[src/rtl/div_unit_if.sv]
// Execute-stage divider handshake: decode controls and operands in,
// stall request, completion pulse and {HI, LO} result out.
interface div_unit_if;
  logic        start;
  logic        signed_div;
  logic [31:0] a;
  logic [31:0] b;
  logic        cancel;
  logic        busy;
  logic        done;
  logic [63:0] result;

  // Pipeline side: issues the divide and consumes the result.
  modport master (
    output start, signed_div, a, b, cancel,
    input  busy, done, result
  );

  // Divider side.
  modport slave (
    input  start, signed_div, a, b, cancel,
    output busy, done, result
  );
endinterface

[src/rtl/div_unit.sv]
// Iterative 32-step radix-2 restoring divider for DIV/DIVU.
// Operates on magnitudes, then fixes signs on the way into DONE.
// result = {remainder (HI), quotient (LO)}.
module div_unit (
  input logic       clk,
  input logic       rst,
  div_unit_if.slave dif
);

  typedef enum logic [1:0] {IDLE, CALC, DZERO, DONE} state_t;

  state_t      state, state_n;
  logic        busy_c, done_c;
  logic        accept;

  // Partial remainder is kept at 32 bits: after every restoring step it is
  // strictly below the divisor, so the 33rd bit would always be zero.
  // The 33-bit width only matters for the trial subtraction.
  logic [31:0] rem;
  logic [31:0] quo;
  logic [31:0] divisor;
  logic [4:0]  cnt;
  logic        sign_a, sign_b, sdiv;
  logic [63:0] result_q;

  logic [31:0] a_abs, b_abs;
  logic [32:0] trial;
  logic [31:0] rem_step, quo_step;
  logic [31:0] rem_fix, quo_fix, a_orig;

  assign accept = (state == IDLE) & dif.start & ~dif.cancel;
  assign a_abs  = (dif.signed_div & dif.a[31]) ? -dif.a : dif.a;
  assign b_abs  = (dif.signed_div & dif.b[31]) ? -dif.b : dif.b;

  // State register.
  always_ff @(posedge clk or posedge rst) begin
    // NOTE: sequential state uses non-blocking assignments so every flop
    // samples pre-edge values regardless of block ordering.
    if (rst) state <= IDLE;
    else     state <= state_n;
  end

  // Next-state and handshake outputs.
  always_comb begin
    // NOTE: every output gets a default first; a path that leaves one
    // unassigned would infer a latch.
    state_n = state;
    busy_c  = 1'b0;
    done_c  = 1'b0;
    case (state)
      IDLE: begin
        busy_c = accept;
        if (accept) state_n = (dif.b == 32'd0) ? DZERO : CALC;
      end
      CALC: begin
        busy_c = 1'b1;
        if (cnt == 5'd31) state_n = DONE;
      end
      DZERO: begin
        busy_c  = 1'b1;
        state_n = DONE;
      end
      DONE: begin
        done_c  = 1'b1;
        state_n = IDLE;
      end
      default: state_n = IDLE;
    endcase
    // Flush/exception abort overrides everything, including a new start.
    if (dif.cancel) state_n = IDLE;
  end

  // One restoring step: shift in the next dividend bit and try to subtract.
  always_comb begin
    trial    = {rem, quo[31]} - {1'b0, divisor};
    rem_step = {rem[30:0], quo[31]};
    quo_step = {quo[30:0], 1'b0};
    if (!trial[32]) begin
      rem_step = trial[31:0];
      quo_step = {quo[30:0], 1'b1};
    end
  end

  // Sign fix-up of the final step; quo holds |a| while in DZERO, so the
  // same negation recovers the original dividend for the HI value.
  always_comb begin
    rem_fix = (sdiv & sign_a)            ? -rem_step : rem_step;
    quo_fix = (sdiv & (sign_a ^ sign_b)) ? -quo_step : quo_step;
    a_orig  = (sdiv & sign_a)            ? -quo      : quo;
  end

  // Datapath: operand capture, iteration and result register.
  always_ff @(posedge clk or posedge rst) begin
    // NOTE: datapath registers are reset too, so a reset mid-divide leaves
    // no stale partial result and result reads zero straight away.
    if (rst) begin
      rem      <= '0;
      quo      <= '0;
      divisor  <= '0;
      cnt      <= '0;
      sign_a   <= 1'b0;
      sign_b   <= 1'b0;
      sdiv     <= 1'b0;
      result_q <= '0;
    end else if (!dif.cancel) begin
      case (state)
        IDLE: if (dif.start) begin
          sign_a  <= dif.a[31];
          sign_b  <= dif.b[31];
          sdiv    <= dif.signed_div;
          quo     <= a_abs;
          divisor <= b_abs;
          rem     <= '0;
          cnt     <= '0;
        end
        CALC: begin
          rem <= rem_step;
          quo <= quo_step;
          cnt <= cnt + 5'd1;
          if (cnt == 5'd31) result_q <= {rem_fix, quo_fix};
        end
        DZERO: result_q <= {a_orig, 32'hFFFF_FFFF};
        default: ;
      endcase
    end
  end

  assign dif.busy   = busy_c;
  assign dif.done   = done_c;
  assign dif.result = result_q;

endmodule

[src/flat_wrapper.sv]
// flat-port wrapper written by rule: the top's interface ports become plain ports
module div_unit_flat 
  (clk, rst, dif_start, dif_signed_div, dif_a, dif_b, dif_cancel, dif_busy, dif_done, dif_result);
  div_unit_if dif_i ();
  input logic clk;
  input logic rst;
  input wire logic [$bits(dif_i.start)-1:0] dif_start;
  input wire logic [$bits(dif_i.signed_div)-1:0] dif_signed_div;
  input wire logic [$bits(dif_i.a)-1:0] dif_a;
  input wire logic [$bits(dif_i.b)-1:0] dif_b;
  input wire logic [$bits(dif_i.cancel)-1:0] dif_cancel;
  output wire logic [$bits(dif_i.busy)-1:0] dif_busy;
  output wire logic [$bits(dif_i.done)-1:0] dif_done;
  output wire logic [$bits(dif_i.result)-1:0] dif_result;
  assign dif_i.start = dif_start;
  assign dif_i.signed_div = dif_signed_div;
  assign dif_i.a = dif_a;
  assign dif_i.b = dif_b;
  assign dif_i.cancel = dif_cancel;
  assign dif_busy = dif_i.busy;
  assign dif_done = dif_i.done;
  assign dif_result = dif_i.result;
  div_unit u_core (.clk(clk), .rst(rst), .dif(dif_i));
endmodule
[config.mk]
export PLATFORM = sky130hd
export DESIGN_NAME = div_unit_flat
export DESIGN_NICKNAME = d
export VERILOG_FILES = /design/src/rtl/div_unit_if.sv /design/src/rtl/div_unit.sv /design/src/flat_wrapper.sv
export SDC_FILE = /design/constraint.sdc
export NUM_CORES = 1
export LEC_CHECK = 0
export CORE_ASPECT_RATIO = 0.5
export CORE_UTILIZATION = 40
export CTS_CLUSTER_SIZE = 8
export DETAILED_ROUTE_END_ITERATION = 8
export DONT_BUFFER_PORTS = 1
export GPL_ROUTABILITY_DRIVEN = 0
export PLACE_DENSITY = 0.55
export SLEW_MARGIN = 20
export SYNTH_ARGS = -nofsm -noshare
export SYNTH_HDL_FRONTEND = slang
export SYNTH_SLANG_ARGS = --single-unit
[constraint.sdc]
create_clock -name clk -period 18.35 [get_ports clk]
set_clock_uncertainty 0.1 [all_clocks]
set_input_delay 3.67 -clock clk [delete_from_list [all_inputs] [get_ports clk]]
set_output_delay 3.67 -clock clk [all_outputs]
set_load 0.02 [all_outputs]
==> summary.md, run 1 <==
| Metric | Value |
|---|---|
| Status | finished clean |
| Die Span X | 256.8 um |
| Hold bufs inserted after CTS | 0 |
| Flop pwr share | 34.2% |
| Post-synth EDFFs | 0 |
| Share of cells above drive strength 1 | 4.872% |
| # IOs | 135 |
| Post-synthesis async set-or-reset flop share | 100.0% |
| Cts bufs inserted | 17 |
| RR Startpoint | u_core.quo[31]$_DFFE_PP0P_ |
| Initial antenna violation count | 1 |
| Internal power | 1.126 mW |
| Post-cts gate resize count | 0 |
| Worst path arrival time | 4.47 ns |
| Tmin final | 8.241 ns |
| Setup crit end | dif_busy |
| Clk_lat worst skew | 0.46 ns |
| Placed cells | 2,001 |
| Clk sinks | 170 |
| Total negative setup slack | 0 ns |
| CTS Buffer Depth | 2 |
| Total nets after synthesis | 1,775 |
| GRT overflow | 0 |
| Global-route wire length before repair | 64.51 mm |
| Final WL | 41.12 mm |
| Die footprint | 0.03323 sq mm |
| Setup Fix Bufs, Post-CTS | 0 |
| Drc violations | 0 |
| Layout area overhead | 6.619% |
| Final #Nets | 1,701 |
| Fmax | 0.1214 GHz |
| Starting Density | 40.80% |
| Crit Reg-Reg Endpoint | u_core.dif.result[56]$_DFFE_PP0P_ |
| Max-Cap Viols | 0 |
| Worst Hold Margin | 0.3807 ns |
| Final hold viol count | 0 |
| YS warnings | 0 |
| Pre-antenna DRT Iters | 5 |
| Place WS | 10.11 ns |
| Hpwl dp | 30.84 mm |
| Largest net degree at the start of global routing | 69 |
| Pwr dens | 162.6 mW/mm^2 |
| H-tree depth | 4 |
| Drt initial violations | 964 |
| Worst Path Required | 14.58 ns |
| Critical Path Sink Type | output pin |
| Lkg Pwr | 5.537 nW |
| Ant diodes | 0 |
| Finished Core Util | 43.50% |
| WS Path Type | in2out |
| Vias per inst | 5.898 |
| Vias in the first global route | 11,153 |
| Top post-synthesis cells by area | dfrtp_1, a21oi_1, nand2_1 |
| Final Setup Violations | 0 |
| Root Buffer | clkbuf_16 |
| Core area | 0.03183 sq mm |
| Seq/Total Area, Yosys | 32.76% |
| Clock slew at reported path FFs | 0.06 ns |
| DR WL/cell | 20.23 um |
| Seq cells post-synth | 170 |
| Post-Syn Area per Cell | 7.814 sq um |
| Setup repair after global routing missed its margin | false |
| Via count | 11,991 |
| Combinational power share | 48.2% |
| Tot GR Track Use | 24.86% |
| R2R Setup Slk | 12.69 ns |
| Tcrit/Tclk final | 44.91% |
| Worst Reg-to-Reg Cells | 17 |
| Switching share of power | 49.98% |
| Cell count after synthesis | 1,662 |
| Final WS setup | 10.11 ns |
| P_sw | 1.125 mW |
| Clock share of power | 17.6% |
| CTS tree | built |
| Leading area contributor after synthesis | dfrtp_1 |
| Mapped cell area | 0.01299 sq mm |
| Peak supply drop | 0.06856 mV |
| Die height | 129.4 um |
| Setup crit start | dif_start |
| Slew Limit Fails | 0 |
| Yosys top cell area share | 32.76% |
| Element type at the critical path start | input pin |
| Slew HR | 33.29% |
| Worst-Margin Slew | 0.9915 ns |
| PortBufs | 0 |
| Top_reg_cell synth | dfrtp_1 |
| Final non-filler cell total | 2,033 |
| Post-DRT Antenna Nets | 0 |
| Crit-path max FO | 5 |
| FP Rows | 46 |
| Hold WC Path Type | reg2reg |
| Count of cell types in the netlist | 79 |
## logic make-up after synthesis
| logic type | count (synthesis) | share of synthesized area (%) |
|---|---|---|
| AO/OA/AOI/OAI | 510 | 23.28 |
| multiplexers | 36 | 2.833 |
| flip-flops | 170 | 32.76 |
| buffers and inverters | 168 | 5.251 |
| adder cells (fa/ha/maj) | 44 | 4.297 |
| AND/OR/NAND/NOR | 576 | 20.93 |
| XOR/XNOR | 158 | 10.66 |
## sequential cells by signal, indices dropped and copies added (netlist names), 2 cells and up
signal / cells
u_core.dif.result: 64
u_core.divisor: 32
u_core.quo: 32
u_core.rem: 32
u_core.cnt: 5
u_core.state: 2
## synthesized netlist by cell type, types with 5 or more instances
cell type,instances
a211oi_1,12
a21o_1,8
a21oi_1,170
a22oi_1,7
a31oi_1,18
and2_1,18
and3_1,13
and4_1,7
buf_2,11
clkbuf_1,88
dfrtp_1,170
ha_1,43
inv_1,60
mux2_2,5
mux2i_1,30
nand2_1,201
nand2b_1,11
nand3_1,25
nand3b_1,5
nand4_1,14
nor2_1,152
nor2b_1,6
nor3_1,41
nor3b_1,6
nor4_1,24
nor4b_1,6
o211ai_1,8
o21a_1,9
o21ai_0,149
o21ai_1,28
o22ai_1,27
o31ai_1,21
or2_2,10
or3_1,25
or4_1,7
xnor2_1,84
xor2_1,74
## cell type report
| cell class | instances | area, sq um |
|---|---|---|
| fillers | 3194 | 17980 |
| multi-input cells | 1324 | 8079 |
| flip-flops and latches | 170 | 4254 |
| well taps | 432 | 540.5 |
| clock buffers | 18 | 429.2 |
| inverters | 60 | 230.2 |
| clock inverters | 14 | 200.2 |
| repair buffers | 15 | 112.6 |
## metal layers
metal,share of wire [%],GRT usage [%],up-vias
met5,0,0,-
li1,-,-,5750
met3,6.8,4.793,38
met1,48,35.39,5788
met2,44,38.24,415
met4,1.8,7.493,0
## cells in the final DEF (no fill, tap or decap), types with 8 or more instances in the layout
cell type,n
and2_1,18
ha_1,43
dfrtp_1,170
nand4_1,14
o22ai_1,27
o211ai_1,8
a211oi_1,12
nand2_1,200
nor4_1,24
nor3_1,41
inv_1,59
nand2b_1,11
xnor2_1,84
a31oi_1,18
a21oi_1,169
clkbuf_16,17
nand3_1,25
and3_1,13
xor2_1,74
o21a_1,9
buf_4,15
o21ai_1,28
o31ai_1,21
mux2i_1,30
or3_1,24
or2_2,10
o21ai_0,149
nor2_1,151
## worst min path at each step
stage,startpoint,to,depth (start not counted)
2_1_floorplan,u_core.cnt[4]$_DFFE_PP0P_,u_core.cnt[4]$_DFFE_PP0P_,2
3_3_place_gp,u_core.cnt[4]$_DFFE_PP0P_,u_core.cnt[4]$_DFFE_PP0P_,2
3_5_place_dp,u_core.cnt[4]$_DFFE_PP0P_,u_core.cnt[4]$_DFFE_PP0P_,2
4_1_cts,u_core.cnt[4]$_DFFE_PP0P_,u_core.cnt[4]$_DFFE_PP0P_,2
5_1_grt,u_core.divisor[28]$_DFFE_PP0P_,u_core.divisor[28]$_DFFE_PP0P_,2
6_report,u_core.divisor[2]$_DFFE_PP0P_,u_core.divisor[2]$_DFFE_PP0P_,2
## worst max-delay path, stage by stage
cell and delay, ns:
nand2_1 0.09, or2_2 0.31, a21oi_1 0.40
## per-stage QoR
step	power, mW	area, sq um
floorplan	1.539	12990
global placement	1.821	13210
detailed placement	1.844	13210
CTS	2.249	13840
global route	2.411	13850
finish	2.251	13850
## power by group through the flow
stage / sequential [mW] / clock (mW) / combinational, mW
6_report: 0.770 / 0.396 / 1.09
5_1_grt: 0.787 / 0.418 / 1.21
4_1_cts: 0.769 / 0.404 / 1.08
3_5_place_dp: 0.776 / 0 / 1.07
3_3_place_gp: 0.770 / 0 / 1.05
2_1_floorplan: 0.680 / 0 / 0.859
Note: power is estimated with default switching activity, not from simulation.
==> run 2, diff against run 1 <==
PLACE_DENSITY = 0.57   (was 0.55)
clock period = 7.3 ns   (was 18.35 ns; I/O delays follow)
==> summary.md, run 2 (synthesized netlist as in run 1, its figures left out) <==
| Metric | Value |
|---|---|
| Drt initial violations | 1,133 (was 964) |
| Global-route wire length before repair | 65.63 mm (was 64.51 mm) |
| H-tree depth | 4 (unchanged) |
| Clock slew at reported path FFs | 0.08 ns (was 0.06 ns) |
| Switching share of power | 50.95% (was 49.98%) |
| Peak supply drop | 0.1823 mV (was 0.06856 mV) |
| Via count | 12,129 (was 11,991) |
| Die height | 129.4 um (unchanged) |
| Combinational power share | 48.7% (was 48.2%) |
| Final non-filler cell total | 2,033 (unchanged) |
| FP Rows | 46 (unchanged) |
| Tcrit/Tclk final | 71.22% |
| Final WL | 42.13 mm (was 41.12 mm) |
| Final hold viol count | 0 (unchanged) |
| Core area | 0.03183 sq mm (unchanged) |
| Pwr dens | 407.8 mW/mm^2 (was 162.6 mW/mm^2) |
| Internal power | 2.762 mW (was 1.126 mW) |
| Die Span X | 256.8 um (unchanged) |
| Cts bufs inserted | 17 (unchanged) |
| CTS tree | built (unchanged) |
| WS Path Type | reg2reg (was in2out) |
| Hold bufs inserted after CTS | 0 (unchanged) |
| Hpwl dp | 31.64 mm (was 30.84 mm) |
| Share of cells above drive strength 1 | 4.872% (unchanged) |
| Initial antenna violation count | 0 (was 1) |
| Element type at the critical path start | flip-flop (was input pin) |
| Largest net degree at the start of global routing | 84 (was 69) |
| Drc violations | 0 (unchanged) |
| Status | finished clean (unchanged) |
| Ant diodes | 0 (unchanged) |
| Worst Path Required | 7.56 ns (was 14.58 ns) |
| Hold WC Path Type | reg2reg (unchanged) |
| Clk sinks | 170 (unchanged) |
| # fillers | 3,200 (was 3,194) |
| Flop pwr share | 34.6% (was 34.2%) |
| Post-cts gate resize count | 0 (unchanged) |
| Total negative setup slack | 0 ns (unchanged) |
| PortBufs | 0 (unchanged) |
| Most frequent cells in the layout | nand2_1, dfrtp_1, a21oi_1 (unchanged) |
| Slew Limit Fails | 0 (unchanged) |
| Post-DRT Antenna Nets | 0 (unchanged) |
| Slew HR | 26.51% (was 33.29%) |
| DR WL/cell | 20.72 um (was 20.23 um) |
| P_sw | 2.869 mW (was 1.125 mW) |
| CTS Buffer Depth | 2 (unchanged) |
| Tmin final | 5.199 ns |
| Clock share of power | 16.7% (was 17.6%) |
| # IOs | 135 (unchanged) |
| Fmax | 0.1923 GHz |
| Layout area overhead | 6.321% (was 6.619%) |
| Final #Nets | 1,701 (unchanged) |
| Max-Cap Viols | 0 (unchanged) |
| Final Setup Violations | 0 (unchanged) |
| Worst-Margin Slew | 1.100 ns (was 0.9915 ns) |
| Root Buffer | clkbuf_16 (unchanged) |
| Clk_lat worst skew | 0.47 ns (was 0.46 ns) |
| Pre-antenna DRT Iters | 6 (was 5) |
| GRT overflow | 0 (unchanged) |
| Worst path arrival time | 5.46 ns (was 4.47 ns) |
| Placed cells | 2,001 (unchanged) |
| Critical Path Sink Type | flip-flop (was output pin) |
| Tot GR Track Use | 25.45% (was 24.86%) |
| Vias in the first global route | 11,297 (was 11,153) |
| Crit-path max FO | 17 (was 5) |
| Vias per inst | 5.966 (was 5.898) |
| Total chip power | 5.631 mW (was 2.251 mW) |
| Starting Density | 40.80% (unchanged) |
| Die footprint | 0.03323 sq mm (unchanged) |
| Setup Fix Bufs, Post-CTS | 0 (unchanged) |
| Lkg Pwr | 5.522 nW (was 5.537 nW) |
| Setup repair after global routing missed its margin | false (unchanged) |
| Most common cell after layout, fill and taps aside | nand2_1 (unchanged) |
| Flip-flop count of the largest register after layout | 64 (unchanged) |
-- run 2: layout make-up --
cell class                 count  area (sq um)  share of cell area [%]
clock inverter                15         167.7                   1.214
timing repair buffer          15         112.6                  0.8156
multi-input combinational   1324          8077                   58.50
clock buffer                  17         425.4                   3.081
inverter                      60         230.2                   1.667
sequential                   170          4254                   30.81
tap                          432         540.5                   3.915
-- run 2: critical path, stage by stage (launching register included) --
cell,delay (ns)
dfrtp_1,0.42
inv_1,0.09
ha_1,0.23
inv_1,0.07
fa_1,0.41
a211oi_1,0.38
o211ai_1,0.23
and2_1,0.22
o211ai_1,0.28
a211oi_4,0.12
inv_1,0.56
nor2_1,0.09
a21oi_1,0.27
ha_1,0.31
nand2_1,0.07
mux2i_1,0.21
inv_1,0.09
nor4_2,0.50
nand4_1,0.14
a32o_1,0.28
-- run 2: power by group through the flow --
| stage | logic, mW | clock network (mW) | registers, mW |
|---|---|---|---|
| 5_1_grt | 3.04 | 0.998 | 2.00 |
| 3_5_place_dp | 2.68 | 0 | 1.97 |
| 6_report | 2.74 | 0.939 | 1.95 |
| 3_3_place_gp | 2.64 | 0 | 1.95 |
| 2_1_floorplan | 2.16 | 0 | 1.71 |
| 4_1_cts | 2.70 | 0.956 | 1.95 |
-- run 2: final timing paths --
| path | to | slack [ns] | start | depth (start not counted) |
|---|---|---|---|---|
| setup / recovery | u_core.dif.result[62]$_DFFE_PP0P_ | 2.10 | u_core.quo[31]$_DFFE_PP0P_ | 19 |
| hold / removal | u_core.divisor[15]$_DFFE_PP0P_ | 0.38 | u_core.divisor[15]$_DFFE_PP0P_ | 2 |
| setup reg to reg | u_core.dif.result[62]$_DFFE_PP0P_ | 2.10 | u_core.quo[31]$_DFFE_PP0P_ | 19 |
| hold reg to reg | u_core.divisor[15]$_DFFE_PP0P_ | 0.38 | u_core.divisor[15]$_DFFE_PP0P_ | 2 |
| max in group asynchronous | u_core.rem[28]$_DFFE_PP0P_ | 5.05 | rst | 2 |
| min in group asynchronous | u_core.dif.result[26]$_DFFE_PP0P_ | 0.89 | rst | 1 |
-- run 2: through the flow --
step                setup slack (ns)  utilization, %  hold WS [ns]  area (sq um)
floorplan                      1.137               -        0.3453         12990
global placement               2.371           41.50        0.3559         13210
detailed placement             2.177           41.50        0.3669         13210
CTS                            2.155           43.36        0.3843         13800
global route                   1.643           43.38        0.4125         13810
finish                         2.101           43.38        0.3836         13810
-- run 2: per-layer routing --
metal	vias to the layer above	share of wire, %	GRT usage [%]
met5	-	0	0
met4	0	1.6	6.513
met3	42	7.2	5.849
met2	416	44	39.33
met1	5924	47	35.88
li1	5747	-	-
